$ cat src/rtl/i2c_master_byte.sv
// Byte-level I2C master: START, STOP, byte WRITE with ACK check and byte READ with ACK/NACK.
// Every phase is four quarters of SCL; open-drain lines are driven through pull-low enables.
module i2c_master_byte #(
    parameter int QTR        = 25,
    parameter int QTR_W      = 8,
    parameter bit STRETCH_EN = 1'b1
) (
    input  logic       clk,
    input  logic       rst,
    input  logic       cmd_valid,
    output logic       cmd_ready,
    input  logic [1:0] cmd,
    input  logic [7:0] tx_data,
    input  logic       rx_nack,
    output logic [7:0] rx_data,
    output logic       ack_err,
    output logic       done,
    output logic       busy,
    output logic       scl_oe,
    input  logic       scl_in,
    output logic       sda_oe,
    input  logic       sda_in
);

    localparam logic [1:0] CMD_START = 2'd0;
    localparam logic [1:0] CMD_STOP  = 2'd1;
    localparam logic [1:0] CMD_WRITE = 2'd2;

    localparam logic [QTR_W-1:0] QTR_LAST = QTR_W'(QTR - 1);

    typedef enum logic [1:0] {
        S_IDLE,
        S_START,
        S_STOP,
        S_BIT
    } state_t;

    state_t            state_q, state_d;
    logic [QTR_W-1:0]  qcnt_q, qcnt_d;
    logic [1:0]        qtr_q, qtr_d;
    logic [3:0]        bit_q, bit_d;
    logic              wr_q, wr_d;
    logic              nack_q, nack_d;
    logic [7:0]        shreg_q, shreg_d;
    logic              ack_bit_q, ack_bit_d;
    logic              scl_oe_q, scl_oe_d;
    logic              sda_oe_q, sda_oe_d;
    logic [7:0]        rx_data_q, rx_data_d;
    logic              ack_err_q, ack_err_d;
    logic              done_q, done_d;

    logic              active;
    logic              stretch_hold;
    logic              qtick;

    assign active    = (state_q != S_IDLE);
    assign busy      = active;
    assign cmd_ready = !active;
    assign rx_data   = rx_data_q;
    assign ack_err   = ack_err_q;
    assign done      = done_q;
    assign scl_oe    = scl_oe_q;
    assign sda_oe    = sda_oe_q;

    // A slave holding SCL low during the released quarter freezes the timer, so q1
    // always lasts a full quarter after SCL is actually seen high.
    always_comb begin
        stretch_hold = STRETCH_EN && active && (qtr_q == 2'd1) && !scl_in;
        qtick        = active && !stretch_hold && (qcnt_q == QTR_LAST);
    end

    always_comb begin
        qcnt_d = qcnt_q + QTR_W'(1);
        if (!active || stretch_hold || qtick) begin
            qcnt_d = '0;
        end
    end

    always_comb begin
        state_d   = state_q;
        qtr_d     = qtr_q;
        bit_d     = bit_q;
        wr_d      = wr_q;
        nack_d    = nack_q;
        shreg_d   = shreg_q;
        ack_bit_d = ack_bit_q;
        scl_oe_d  = scl_oe_q;
        sda_oe_d  = sda_oe_q;
        rx_data_d = rx_data_q;
        ack_err_d = ack_err_q;
        done_d    = 1'b0;

        case (state_q)
            S_IDLE: begin
                if (cmd_valid) begin
                    qtr_d   = 2'd0;
                    bit_d   = 4'd0;
                    nack_d  = rx_nack;
                    shreg_d = tx_data;
                    wr_d    = (cmd == CMD_WRITE);
                    // Outputs for q0 of the new command take effect on the acceptance edge.
                    case (cmd)
                        CMD_START: begin
                            state_d  = S_START;
                            sda_oe_d = 1'b0;
                        end
                        CMD_STOP: begin
                            state_d  = S_STOP;
                            sda_oe_d = 1'b1;
                            scl_oe_d = 1'b1;
                        end
                        CMD_WRITE: begin
                            state_d  = S_BIT;
                            scl_oe_d = 1'b1;
                            sda_oe_d = !tx_data[7];
                        end
                        default: begin
                            state_d  = S_BIT;
                            scl_oe_d = 1'b1;
                            sda_oe_d = 1'b0;
                        end
                    endcase
                end
            end

            S_START: begin
                if (qtick) begin
                    qtr_d = qtr_q + 2'd1;
                    case (qtr_q)
                        2'd0: scl_oe_d = 1'b0;
                        2'd1: sda_oe_d = 1'b1;
                        2'd2: scl_oe_d = 1'b1;
                        default: begin
                            state_d = S_IDLE;
                            done_d  = 1'b1;
                        end
                    endcase
                end
            end

            S_STOP: begin
                if (qtick) begin
                    qtr_d = qtr_q + 2'd1;
                    case (qtr_q)
                        2'd0: scl_oe_d = 1'b0;
                        2'd1: sda_oe_d = 1'b0;
                        2'd2: ;
                        default: begin
                            state_d = S_IDLE;
                            done_d  = 1'b1;
                        end
                    endcase
                end
            end

            S_BIT: begin
                if (qtick) begin
                    qtr_d = qtr_q + 2'd1;
                    case (qtr_q)
                        2'd0: scl_oe_d = 1'b0;
                        2'd1: begin
                            if (bit_q == 4'd8) begin
                                ack_bit_d = sda_in;
                            end else if (!wr_q) begin
                                shreg_d = {shreg_q[6:0], sda_in};
                            end
                        end
                        2'd2: scl_oe_d = 1'b1;
                        default: begin
                            if (bit_q == 4'd8) begin
                                state_d = S_IDLE;
                                done_d  = 1'b1;
                                if (wr_q) begin
                                    ack_err_d = ack_bit_q;
                                end else begin
                                    rx_data_d = shreg_q;
                                end
                            end else begin
                                bit_d = bit_q + 4'd1;
                                if (wr_q) begin
                                    shreg_d  = {shreg_q[6:0], 1'b0};
                                    sda_oe_d = (bit_q == 4'd7) ? 1'b0 : !shreg_q[6];
                                end else begin
                                    sda_oe_d = (bit_q == 4'd7) ? !nack_q : 1'b0;
                                end
                            end
                        end
                    endcase
                end
            end

            default: state_d = S_IDLE;
        endcase
    end

    always_ff @(posedge clk or posedge rst) begin
        if (rst) begin
            state_q   <= S_IDLE;
            qcnt_q    <= '0;
            qtr_q     <= 2'd0;
            bit_q     <= 4'd0;
            wr_q      <= 1'b0;
            nack_q    <= 1'b0;
            shreg_q   <= 8'd0;
            ack_bit_q <= 1'b0;
            scl_oe_q  <= 1'b0;
            sda_oe_q  <= 1'b0;
            rx_data_q <= 8'd0;
            ack_err_q <= 1'b0;
            done_q    <= 1'b0;
        end else begin
            state_q   <= state_d;
            qcnt_q    <= qcnt_d;
            qtr_q     <= qtr_d;
            bit_q     <= bit_d;
            wr_q      <= wr_d;
            nack_q    <= nack_d;
            shreg_q   <= shreg_d;
            ack_bit_q <= ack_bit_d;
            scl_oe_q  <= scl_oe_d;
            sda_oe_q  <= sda_oe_d;
            rx_data_q <= rx_data_d;
            ack_err_q <= ack_err_d;
            done_q    <= done_d;
        end
    end

endmodule
$ cat config.mk
export PLATFORM = sky130hd
export DESIGN_NAME = i2c_master_byte
export DESIGN_NICKNAME = d
export VERILOG_FILES = /design/src/rtl/i2c_master_byte.sv
export SDC_FILE = /design/constraint.sdc
export NUM_CORES = 1
export LEC_CHECK = 0
export CORE_MARGIN = 1.5
export CORE_UTILIZATION = 59
export DETAILED_ROUTE_END_ITERATION = 12
export PLACE_DENSITY = 0.85
export SLEW_MARGIN = 20
export SYNTH_ARGS = -nofsm -noshare
export SYNTH_HDL_FRONTEND = slang
export SYNTH_SLANG_ARGS = --single-unit
$ cat constraint.sdc
create_clock -name clk -period 3.5 [get_ports clk]
set_clock_uncertainty 0.1 [all_clocks]
set_input_delay 0.7 -clock clk [delete_from_list [all_inputs] [get_ports clk]]
set_output_delay 0.7 -clock clk [all_outputs]
set_load 0.03 [all_outputs]
==> qor.txt, run 1 <==
Status -> finished, final reports clean
Routing usage on met1 -> 28.9%
Layout cells sized above 1 -> 19.8%
Crit path required time -> 2.70 ns
Clk root buf -> clkbuf_8
Gr ovfl total -> 0
Core area -> 3660 sq um
# IOs -> 30
Final hold slack -> 0.407 ns
WL/cell -> 14.7 um
HPWL Detailed -> 3090 um
Starting Density -> 61.4%
Gates resized, CTS repair -> 0
Drt pass-1 iters -> 4
Switching Power -> 570 uW
Vias in the first global route -> 1,590
Placed insts -> 278
Initial antenna violation count -> 0
Startpoint types -> flip-flop
Syn. warnings -> 0
Switch share -> 36.1%
Post-synthesis mux area share -> 14.9%
Nets -> 270
RSZ-0062 raised after global routing -> no
Internal power -> 1010 uW
Compound-cell area share of the yosys netlist -> 9.41%
Clk slew on worst S/H paths -> 0.07 ns
Mapped Area -> 2250 sq um
Critical path class -> flip-flop to primary output
FFs w/ async S/R, synth -> 100%
Largest net degree at the start of global routing -> 40
#FFs+latches synth -> 39
Power share of the clock group -> 19.2%
GR Util met3 -> 4.86%
CP Max Fanout -> 10
Min-delay worst type -> flip-flop to flip-flop
Final period util -> 82.1%
Initial DRC Count -> 110
GPL Wtd Cong -> 0.852
Vias per cell -> 5.59
CTS tree -> yes
Worst skew pair latency -> 0.30 ns
Setup bufs post-CTS -> 0
Cell Pwr Density -> 593 nW/um^2
Tot Pwr -> 1580 uW
Final Hold Fails -> 0
Syn Inst Count -> 205
Setup_tns -> 0 ns
Drt total wl -> 4200 um
Min Tclk post-route -> 2.87 ns
Register share of total power -> 39.5%
First-pass GRT wire length -> 7130 um
Syn_area_per_cell -> 11.0 sq um
ANT cells -> 0
Antenna Nets Post-Route -> 0
Largest family of logic cells by synthesized area -> simple AND/OR/NAND/NOR gates
Synth Flop Type -> dfrtp_1
DR vias -> 1,593
Residual DRC count -> 0
Finish-stage setup viols -> 0
Die width -> 64.7 um
Num CTS Buffers -> 5
Busiest grt layer -> met2
Max H-tree Level -> 2
Clock Path Buffers -> 2
Rows -> 22
Final Non-Filler Cells -> 285
Grt met2 use -> 36.3%
Maximum vdd ir drop -> 0.423 mV
Post-Synth XOR/XNOR Area -> 2.34%
Layout area overhead -> 18.5%
Post-Synth Simple-Gate Area -> 16.5%
Fill cells -> 249
Slew headroom -> 42.7%
Gr usage total -> 22.5%
PortBufs -> 29
Sequential area share after synthesis -> 43.4%
Post-synthesis adder-cell area fraction -> 9.47%
Die area -> 4190 sq um
Hold_buf cts -> 0
Clock sink count -> 39
LEAKAGE -> 0.00122 uW
Die Y-Extent -> 64.7 um
Fmax -> 348 MHz
Synth cell types -> 46
Fin. max-slew vios -> 0
Max Cap Viol -> 0
Slew at the pin with the worst max-slew slack -> 0.860 ns
CP Data Arrival Time -> 2.07 ns
Synth Net Count -> 238
EDFF count, synth -> 0
Combinational power share -> 41.3%
CP Capture Type -> primary output
## cells in the mapped netlist (4+ instances only)
cell / instances / area [sq um]
dfrtp_1: 39 / 976
ha_1: 17 / 213
inv_1: 16 / 60.1
nor2_1: 13 / 48.8
nand3_1: 9 / 45.0
nand2_1: 10 / 37.5
o21ai_0: 13 / 65.1
a21oi_1: 4 / 20.0
mux2_2: 27 / 304
## registers in the layout, indices dropped and copies added (netlist names)
register	count
bit_q	4
ack_err	1
wr_q	1
ack_bit_q	1
done	1
state_q	2
qtr_q	2
nack_q	1
qcnt_q	8
sda_oe	1
shreg_q	8
scl_oe	1
rx_data	8
## final cells by class
cell class | instances | area (sq um) | area share, %
flip-flops and latches | 39 | 976 | 36.6
inverters | 16 | 60.1 | 2.25
repair buffers | 30 | 298 | 11.2
clock inverters | 1 | 5.00 | 0.188
well taps | 48 | 60.1 | 2.25
clock buffers | 6 | 82.6 | 3.10
multi-input cells | 145 | 1180 | 44.4
## worst max-delay path, stage by stage (launching register included)
cell	delay, ns
dfrtp_1	0.40
inv_1	0.14
ha_1	0.45
inv_1	0.16
clkdlybuf4s50_1	0.62
## cell families (layout without fill, tap and decap cells)
kind of cell	Yosys count	count (layout)
simple gates	61	61
buf+inv	21	53
flops	39	39
compound gates	31	31
fa+ha+maj	17	17
xor+xnor	6	6
mux	30	30
## power groups by stage
stage / logic (uW) / registers [uW] / clock network, uW
2_1_floorplan: 504 / 616 / 0
3_3_place_gp: 633 / 626 / 0
3_5_place_dp: 654 / 630 / 0
4_1_cts: 660 / 622 / 310
5_1_grt: 721 / 635 / 330
6_report: 653 / 624 / 303
## stage by stage
| stage | cell area (sq um) | util (%) | setup WS, ns |
|---|---|---|---|
| floorplan | 2250 | - | 1.29 |
| global placement | 2580 | 70.4 | 0.566 |
| detailed placement | 2580 | 70.4 | 0.530 |
| CTS | 2660 | 72.8 | 0.619 |
| global route | 2660 | 72.8 | 0.509 |
| finish | 2660 | 72.8 | 0.628 |
## per-layer routing
layer,share of wire (%),wire length [um],vias to the layer above
met4,1.5,63,0
met3,4.9,204,11
met1,46,1920,769
met2,48,2010,35
li1,-,-,778
met5,0,0,-
## final timing paths
path | endpoint | slack, ns | startpoint | cells after the start
hold / removal | qcnt_q[0] | 0.41 | qcnt_q[0] | 1
hold reg to reg | qcnt_q[0] | 0.41 | qcnt_q[0] | 1
setup reg to reg | rx_data[3] | 0.95 | state_q[1] | 5
min in group asynchronous | rx_data[0] | 0.72 | rst | 3
setup / recovery | busy | 0.63 | state_q[0] | 4
max in group asynchronous | bit_q[0] | 2.25 | rst | 3
## cell usage in the layout, fill, tap and decap left out, types with 3 or more instances in the layout
cell             count
nand2_1             10
ha_1                17
clkbuf_8             6
nand2b_1             3
nor2_1              13
xnor2_1              3
o31ai_1              3
nand3_1              9
inv_1               16
clkdlybuf4s50_1     29
o21ai_0             13
dfrtp_1             39
nor2b_1              3
a21oi_1              4
xor2_1               3
mux2_2              27
No activity file was read; power rests on OpenSTA's default activity.
==> run 2: changes to the inputs <==
--- a/config.mk
+++ b/config.mk
@@ -6,9 +6,9 @@
 export NUM_CORES = 1
 export LEC_CHECK = 0
 export CORE_MARGIN = 1.5
-export CORE_UTILIZATION = 59
+export CORE_UTILIZATION = 49
 export DETAILED_ROUTE_END_ITERATION = 12
-export PLACE_DENSITY = 0.85
+export PLACE_DENSITY = 0.75
 export SLEW_MARGIN = 20
 export SYNTH_ARGS = -nofsm -noshare
 export SYNTH_HDL_FRONTEND = slang
==> constraint.sdc (replaced) <==
create_clock -name clk -period 2.44 [get_ports clk]
set_clock_uncertainty 0.1 [all_clocks]
set_input_delay 0.488 -clock clk [delete_from_list [all_inputs] [get_ports clk]]
set_output_delay 0.488 -clock clk [all_outputs]
set_load 0.03 [all_outputs]
==> qor.txt, run 2 (synthesized netlist as in run 1, its figures left out) <==
Layout cells sized above 1 -> 23.5%
Drt pass-1 iters -> 4
Clock sink count -> 39
Hold endpoint -> qcnt_q[0]
R2r endpoint -> ack_err
Gr usage total -> 20.4%
Initial DRC Count -> 102
CTS tree -> yes
CP Max Fanout -> 5
Pre-CTS setup slack -> -0.0669 ns
RSZ-0062 raised after global routing -> no
Startpoint types -> flip-flop
Rows -> 24
Post-Route Utilization -> 63.6%
Maximum vdd ir drop -> 0.640 mV
Tot Pwr -> 2520 uW
Nets -> 279
Layout area overhead -> 24.2%
Vias per cell -> 5.49
ANT cells -> 0
Min-delay worst type -> flip-flop to flip-flop
Final period util -> 91.9%
HPWL Detailed -> 3300 um
Starting Density -> 51.3%
Core area -> 4380 sq um
LEAKAGE -> 0.00130 uW
Num CTS Buffers -> 5
Drt total wl -> 4570 um
WL/cell -> 15.3 um
Crit path required time -> 2.52 ns
Finish-stage setup viols -> 0
Worst skew pair latency -> 0.30 ns
Slew headroom -> 61.1%
PortBufs -> 29
First-pass GRT wire length -> 7990 um
Die area -> 5000 sq um
Cell Pwr Density -> 903 nW/um^2
Residual DRC count -> 0
Slew at the pin with the worst max-slew slack -> 0.580 ns
Largest net degree at the start of global routing -> 40
Critical path class -> flip-flop to flip-flop
Max Cap Viol -> 0
Min Tclk post-route -> 2.24 ns
Final Hold Fails -> 0
Final worst slack -> 0.197 ns
Clk root buf -> clkbuf_8
Hold Path Depth -> 1
Final hold slack -> 0.387 ns
Storage cell area -> 976 sq um
Setup slack, reg-to-reg -> 0.20 ns
CP Data Arrival Time -> 2.33 ns
CP Capture Type -> flip-flop
Most common cell after layout, fill and taps aside -> dfrtp_1
HP Start -> qcnt_q[0]
Clk slew on worst S/H paths -> 0.08 ns
Status -> finished, final reports clean
Die Y-Extent -> 70.7 um
Fin. max-slew vios -> 0
Initial antenna violation count -> 0
Vias in the first global route -> 1,704
Fmax -> 446 MHz
DR vias -> 1,643
Max H-tree Level -> 2
Fill cells -> 372
Die width -> 70.7 um
Gr ovfl total -> 0
Antenna Nets Post-Route -> 0
GPL Wtd Cong -> 0.831
Clock Path Buffers -> 2
Worst flop-to-flop path startpoint -> qtr_q[1]
Most frequent cells in the layout -> 39 x dfrtp_1, 27 x mux2_2, 27 x clkdlybuf4s50_1
Multi-input gate area -> 1180 sq um
Worst Reg-to-Reg Cells -> 8
# IOs -> 30
[run 2: cell count changes in the layout (fill, tap and decap cells not counted)]
cell	change
buf_4	+8
clkdlybuf4s50_1	-2
dlymetal6s2s_1	+2
buf_12	+1
bufinv_16	+1
clkinv_2	-1
ha_1	-1
ha_2	+1
inv_6	+1
[run 2: worst max path at each step]
stage                     from  cells past startpoint  slack (ns)         end
global route          qtr_q[1]                      8        0.06  state_q[0]
finish                qtr_q[1]                      8        0.20     ack_err
CTS                 state_q[0]                      4        0.01        busy
floorplan           state_q[0]                      8        0.23      sda_oe
detailed placement      scl_in                      7       -0.07  shreg_q[6]
global placement        scl_in                      7       -0.04  shreg_q[6]
[run 2: repair_timing]
item,4_1_cts,5_1_grt
endpoints found under the hold margin,0,0
hold buffers,0,0
endpoints found under the setup margin,2,2
resized for setup,1,2
buffers inserted,0,0
pin swaps,0,0
gates cloned,0,0
[run 2: worst max-delay path, cell delays in order (launching register included)]
cell and delay, ns:
dfrtp_1 0.40, inv_1 0.08, ha_1 0.22, and2b_1 0.22
nor4_4 0.38, buf_4 0.19, nand2_4 0.06, nor2_1 0.14
mux2_2 0.34
[run 2: metal layers]
layer  wire length [um]  up-vias  global-route usage, %
met5                  0        -                      0
met2               2180       47                   32.0
met4                 64        0                   6.71
met3                201        9                   5.98
met1               2130      788                   27.3
li1                   -      799                      -
[run 2: where the power goes]
part	leakage (uW)	internal [uW]	switching [uW]	total [uW]
Clock	0.0000618	337	247	584
Sequential	0.000512	782	116	898
Combinational	0.000730	516	522	1040
[run 2: cell type report]
type	instances	share of cell area, %
Timing Repair Buffer	39	13.7
Sequential cell	39	35.0
Inverter	16	2.15
Tap cell	52	2.33
Clock inverter	2	1.39
Clock buffer	6	2.96
Multi-Input combinational cell	145	42.5
[run 2: metrics by stage]
step | instance area, sq um | std cells | setup TNS, ns
floorplan | 2250 | 205 | 0
global placement | 2660 | 291 | -0.348
detailed placement | 2660 | 291 | -0.669
CTS | 2790 | 299 | 0
global route | 2790 | 299 | 0
finish | 2790 | 299 | 0
==> run 3: changes to the inputs <==
--- a/config.mk
+++ b/config.mk
@@ -6,9 +6,10 @@
 export NUM_CORES = 1
 export LEC_CHECK = 0
 export CORE_MARGIN = 1.5
-export CORE_UTILIZATION = 49
+export CORE_UTILIZATION = 57
 export DETAILED_ROUTE_END_ITERATION = 12
-export PLACE_DENSITY = 0.75
+export DONT_BUFFER_PORTS = 1
+export PLACE_DENSITY = 0.72
 export SLEW_MARGIN = 20
 export SYNTH_ARGS = -nofsm -noshare
 export SYNTH_HDL_FRONTEND = slang
==> qor.txt, run 3 (synthesized netlist as in run 1, its figures left out) <==
Status -> finished, final reports clean
First-pass GRT wire length -> 7690 um
Worst Reg-to-Reg Cells -> 8
Clk slew on worst S/H paths -> 0.08 ns
Slew headroom -> 57.0%
Layout area overhead -> 10.0%
HPWL Detailed -> 3410 um
Most frequent cells in the layout -> 39 x dfrtp_1, 27 x mux2_2, 17 x ha_1
CP Capture Type -> flip-flop
Pre-CTS setup slack -> 0.192 ns
Min Tclk post-route -> 2.28 ns
Hold_buf cts -> 0
Clock sink count -> 39
Gates resized, CTS repair -> 0
Gr ovfl total -> 0
Num CTS Buffers -> 5
Largest net degree at the start of global routing -> 25
# IOs -> 30
Finish-stage setup viols -> 0
Startpoint types -> flip-flop
Setup slack, reg-to-reg -> 0.16 ns
CTS tree -> yes
CP Data Arrival Time -> 2.39 ns
Rows -> 22
Final Hold Fails -> 0
Antenna Nets Post-Route -> 0
Worst skew pair latency -> 0.30 ns
PortBufs -> 0
Most common cell after layout, fill and taps aside -> dfrtp_1
CP Max Fanout -> 8
Die area -> 4330 sq um
Clock Path Buffers -> 2
GPL Wtd Cong -> 0.890
Crit path required time -> 2.55 ns
Critical path class -> flip-flop to flip-flop
Slew at the pin with the worst max-slew slack -> 0.644 ns
Final worst slack -> 0.165 ns
Core area -> 3720 sq um
Initial DRC Count -> 86
Starting Density -> 60.5%
Maximum vdd ir drop -> 0.558 mV
Layout cells sized above 1 -> 25.8%
Vias in the first global route -> 1,615
Min-delay worst type -> primary input to asynchronous set/reset pin
Worst flop-to-flop path startpoint -> qtr_q[1]
Max H-tree Level -> 2
Post-Route Utilization -> 66.5%
Drt total wl -> 4530 um
WL/cell -> 17.1 um
Residual DRC count -> 0
Setup bufs post-CTS -> 0
Initial antenna violation count -> 0
R2r endpoint -> state_q[1]
Design area -> 2470 sq um
Final period util -> 93.2%
Die Y-Extent -> 65.8 um
Worst setup path startpoint -> qtr_q[1]
Vias per cell -> 5.95
Fmax -> 440 MHz
Final Non-Filler Cells -> 265
Placed Area -> 2370 sq um
Die width -> 65.8 um
Setup crit end -> state_q[1]
Gr usage total -> 24.2%
LEAKAGE -> 0.00116 uW
RSZ-0062 raised after global routing -> no
Max Cap Viol -> 0
Fin. max-slew vios -> 0
Setup_tns -> 0 ns
ANT cells -> 0
Cell Pwr Density -> 954 nW/um^2
Nets -> 250
Drt pass-1 iters -> 4
Clk root buf -> clkbuf_8
Fill cells -> 307
DR vias -> 1,576
Placed insts -> 258
[run 3: cell count changes in the layout (fill, tap and decap cells not counted)]
cell             change
clkbuf_8             -1
clkdlybuf4s50_1     -27
clkinvlp_4           +1
dlymetal6s2s_1       -2
ha_1                 +1
ha_2                 -1
inv_6                -1
[run 3: cell type report]
class	instances	area, sq um	share of cell area, %
clock buffer	5	68.8	2.78
sequential	39	976	39.5
clock inverter	2	37.5	1.52
tap	48	60.1	2.43
inverter	16	60.1	2.43
multi-input combinational	145	1180	47.8
timing repair buffer	10	87.6	3.54
[run 3: worst min path at each step]
stage | startpoint | endpoint | slack [ns] | cells past startpoint
final | rst | qcnt_q[2] | 0.05 | 1
after detailed placement | qcnt_q[0] | qcnt_q[0] | 0.39 | 1
after global placement | qcnt_q[0] | qcnt_q[0] | 0.37 | 1
after global routing | rst | qcnt_q[2] | 0.10 | 1
after CTS | rst | qcnt_q[2] | 0.08 | 1
after floorplan | qcnt_q[0] | qcnt_q[0] | 0.35 | 1
[run 3: metal layers]
metal  vias up  part of all wire [%]  wire [um]  global-route usage [%]
li1        740                     -          -                       -
met1       791                    43       1930                    29.5
met2        35                    51       2310                    39.9
met3        10                   4.1        187                    6.47
met4         0                   2.4        109                    10.9
met5         -                     0          0                       0
[run 3: per-stage QoR]
step,power [uW],hold slack [ns]
after floorplan,1610,0.355
after detailed placement,1850,0.395
final,2360,0.0542
after global routing,2520,0.102
after CTS,2380,0.0787
after global placement,1810,0.369
[run 3: critical path, cell delays in order, from the launching register on]
cell	delay, ns
dfrtp_1	0.41
inv_1	0.08
ha_1	0.20
and2b_1	0.22
nor4_4	0.39
buf_4	0.23
nand2_4	0.06
a221oi_4	0.28
mux2i_1	0.23
[run 3: power by group]
| group | switching, uW | internal (uW) |
|---|---|---|
| Sequential | 124 | 782 |
| Combinational | 490 | 435 |
| Clock | 229 | 299 |
| Total | 843 | 1520 |
==> patch 1 (flow settings as in run 2) <==
Reset style: synchronous (`rst`), changed in one clocked block.
--- a/src/rtl/i2c_master_byte.sv
+++ b/src/rtl/i2c_master_byte.sv
@@ -194,5 +194,5 @@
     end
 
-    always_ff @(posedge clk or posedge rst) begin
+    always_ff @(posedge clk) begin
         if (rst) begin
             state_q   <= S_IDLE;
Function: differs if rst is asserted again (counterexample within 4 cycles, from zero or initial values and one cycle with rst high); with rst held inactive, the same outputs for 10 cycles.
==> patch 1 against run 2 <==
Largest power group unchanged; power is 9.7% lower; die area is 5.0% lower; critical endpoint is now shreg_q[2]$_SDFFE_PP0P_; largest cell class unchanged; clock power is 28% lower; setup slack worse by 75 ps; cell area is 8.7% lower; area after synthesis is 5.2% lower; routed wire length is 2.5% higher; sequential cell count stayed put.
==> patch 1: results (changes against run 2) <==
| Metric | Value |
|---|---|
| R2R setup slack | `120 ps (-70 ps)` |
| Hpwl dp | `3.36 mm (+1.8%)` |
| Largest net degree at the start of global routing | `33 (-18%)` |
| DR iter-0 viols | `119 (+17%)` |
| Fin nets | `312 (+12%)` |
| Met3 Use GR | `5.52% (-0.46 points)` |
| Outcome | `finished, final reports clean` |
| Clock buf/inv share | `3.34% (-1.0 points)` |
| Non-clock buffering overhead | `13.7% (-0.061 points)` |
| Synth unique cells | `41 (-11%)` |
| Multi-input gates | `180 (+24%)` |
| Pleak | `1.02 nW (-22%)` |
| Net Count, Synth | `282 (+18%)` |
| Seq/Total Area, Yosys | `36.6% (-6.8 points)` |
| CP Launch Point | `qcnt_q[0]$_SDFF_PP0_` |
| Global-route wire length before repair | `7.62 mm (-4.6%)` |
| Reg-to-Reg End | `shreg_q[2]$_SDFFE_PP0P_` |
| # fillers | `383 (+3.0%)` |
| Hold path startpoint | `nack_q$_SDFFE_PP0P_` |
| Met1 usage in global routing | `28.0% (+0.67 points)` |
| Vias in the first global route | `1729 (+1.5%)` |
| Routability cong. | `0.842 (+1.3%)` |
| Routed met3 length | `248 µm (+23%)` |
| TritonRoute pass-1 iters | `5 (+1)` |
| Async set or reset register ratio after synthesis | `0% (-100 points)` |
| Post-Synth XOR/XNOR Area | `2.47% (+0.13 points)` |
| Via-per-instance ratio | `5.64 (+2.6%)` |
| Mux share of post-synthesis cell area | `8.51% (-6.4 points)` |
| Hold-critical path endpoint | `nack_q$_SDFFE_PP0P_` |
| Sum of routed wire segments on met1 | `2.27 mm (+6.7%)` |
| Peak supply drop | `0.000581 V (-9.3%)` |
==> patch 1: cell families after synthesis <==
group | count (synthesis)
mux | 18
xor+xnor | 6
compound gates | 54
fa+ha+maj | 17
flops | 39
buf+inv | 30
simple gates | 85
==> patch 1: per-stage QoR <==
| step | setup WS (ps) | cells | total power (W) | instance area [µm²] | hold slack [ps] |
|---|---|---|---|---|---|
| after floorplan | 130 | 249 | 0.00159 | 2130 | 330 |
| after global placement | 198 | 322 | 0.00185 | 2460 | 346 |
| after detailed placement | 127 | 322 | 0.00187 | 2460 | 353 |
| after CTS | 138 | 330 | 0.00229 | 2550 | 364 |
| after global routing | 13.1 | 330 | 0.00243 | 2550 | 391 |
| final | 122 | 330 | 0.00228 | 2550 | 362 |
==> patch 1: timing repair <==
item | 4_1_cts | 5_1_grt
setup endpoints to repair | 2 | 0
resized for setup | 2 | 0
hold buffers | 0 | 0
==> patch 2 (flow settings as in run 2) <==
Without the edit above. The parameter `STRETCH_EN` goes from 1'b1 to 1'b0.
--- a/src/rtl/i2c_master_byte.sv
+++ b/src/rtl/i2c_master_byte.sv
@@ -4,5 +4,5 @@
     parameter int QTR        = 25,
     parameter int QTR_W      = 8,
-    parameter bit STRETCH_EN = 1'b1
+    parameter bit STRETCH_EN = 1'b0
 ) (
     input  logic       clk,
Formal check against the unedited RTL: same outputs for any inputs over 10 cycles, from zero or initial values and one cycle with rst high; that may be too few to reach the edited logic, so the function may still have changed.
==> patch 2 against run 2 <==
Sequential cell count unchanged; largest power group unchanged; global-route usage shrank 1.9 points; routed wire length decreased by 9.6%; cell area down 3.4%; setup slack worse by 66 ps; area after synthesis down 1.5%; power is 2.4% lower; combinational power increased by 5%.
==> patch 2: results (changes against run 2) <==
| Metric | Value |
|---|---|
| Routed wire length | `4.13 mm (-9.6%)` |
| DR iter-0 viols | `80 (-22%)` |
| Routability cong. | `0.785 (-5.5%)` |
| Rel. slew slack | `67.5% (+6.4 points)` |
| Met3 Use GR | `4.76% (-1.2 points)` |
| TritonRoute pass-1 iters | `4 (unchanged)` |
| CP max-delay cell | `or4_4` |
| Fin nets | `272 (-2.5%)` |
| Synth Area in Compound Gates | `7.63% (-1.8 points)` |
| Pleak | `1.26 nW (-3.1%)` |
| Util after Layout | `61.9% (-1.7 points)` |
| Dpl cell area | `2610 µm² (-1.8%)` |
| DR vias | `1556 (-5.3%)` |
| PortBufs | `28 (-3.4%)` |
| Vias in the first global route | `1506 (-12%)` |
| R2R depth | `6 (-2)` |
| Hpwl dp | `3.09 mm (-6.3%)` |
| Post-synthesis instance total | `198 (-3.4%)` |
| Synth Area in Adders | `9.61% (+0.14 points)` |
| CP max FO | `8 (+3)` |
| Outcome | `finished, final reports clean` |
| Reg-to-Reg End | `rx_data[1]$_DFFE_PP0P_` |
| Hold path startpoint | `qcnt_q[0]$_DFF_PP0_` |
| Peak supply drop | `0.000469 V (-27%)` |
| Pre-CTS setup slack | `-77.7 ps (-10.8 ps)` |
| Mux share of post-synthesis cell area | `17.0% (+2.1 points)` |
| Net Count, Synth | `231 (-2.9%)` |
| CTS buffer count | `5 (unchanged)` |
| Final hold slack | `409 ps (+21.9 ps)` |
| Met1 usage in global routing | `25.5% (-1.9 points)` |
| Post-Synth XOR/XNOR Area | `2.77% (+0.43 points)` |
| CP Launch Point | `state_q[0]$_DFFE_PP0P_` |
| R2R setup slack | `130 ps (-70 ps)` |
| Synth unique cells | `43 (-6.5%)` |
| Largest net degree at the start of global routing | `40 (unchanged)` |
| Synth cell count leaders | `dfrtp_1 (39), mux2_2 (21), nor2_1 (19)` |
| Hold-critical path endpoint | `qcnt_q[0]$_DFF_PP0_` |
| Total GRT Usage | `18.5% (-1.9 points)` |
| Inst Count DP | `284 (-2.4%)` |
| Global-route wire length before repair | `7.14 mm (-11%)` |
| Dominant cells by area after synthesis | `dfrtp_1 (44%), mux2_2 (11%), ha_1 (9.6%), mux2_4 (5.4%), nor2_1 (3.2%)` |
| Proportion of layout cells with a drive suffix above 1 | `22.9% (-0.57 points)` |
| CP max stage delay | `620 ps (+220 ps)` |
| # fillers | `369 (-0.81%)` |
| Seq/Total Area, Yosys | `44.1% (+0.66 points)` |
| M2 GR Usage | `28.5% (-3.5 points)` |
| WL/cell | `14.2 µm (-7.4%)` |
patch 2: changes by cell type in the layout (fill, tap and decap cells not counted), sizes merged, moves of 3 or more:
cell,run 2,this run
nor2,13,19
nand2,11,8
and2,0,4
nor4,4,0
o21ai,15,5
patch 2: how the worst max path moves through the flow:
stage,to,depth (start not counted),slack (ps)
after CTS,rx_data[1]$_DFFE_PP0P_,6,120
final,rx_data[1]$_DFFE_PP0P_,6,130
after detailed placement,scl_oe$_DFFE_PP0P_,6,-80
after global placement,scl_oe$_DFFE_PP0P_,6,-40
after global routing,rx_data[0]$_DFFE_PP0P_,6,40
after floorplan,rx_data[0]$_DFFE_PP0P_,7,80
patch 2: worst max-delay path: cells and delay by family (launching register included):
kind,cells,cell delay (ps)
buffers and inverters,1,120
and+or+nand+nor,3,1010
DFF,1,420
muxes,1,330
adders and majority gates,1,220
patch 2: routing by layer:
layer  part of all wire, %  routed length [µm]
met1                    48                1980
met2                    47                1930
met3                   3.7                 151
met4                   1.6                  67
met5                     0                   0
patch 2: cell type report:
| type | instances | area share [%] |
|---|---|---|
| well taps | 52 | 2.41 |
| clock buffers | 6 | 2.69 |
| clock inverters | 2 | 0.464 |
| flip-flops and latches | 39 | 36.2 |
| multi-input cells | 137 | 42.5 |
| inverters | 17 | 2.37 |
| repair buffers | 39 | 13.4 |
patch 2: timing repair:
item	CTS	global route
setup buffers	0	0
endpoints found under the setup margin	2	0
resized for setup	2	0
patch 2: report_power, final:
| group | internal [W] | switching, W | leakage [nW] | total (W) |
|---|---|---|---|---|
| sequential | 0.000806 | 0.000133 | 0.512 | 0.000939 |
| clock | 0.000200 | 0.000227 | 0.0412 | 0.000427 |
| combinational | 0.000543 | 0.000551 | 0.710 | 0.00109 |
| total | 0.00155 | 0.000911 | 1.26 | 0.00246 |
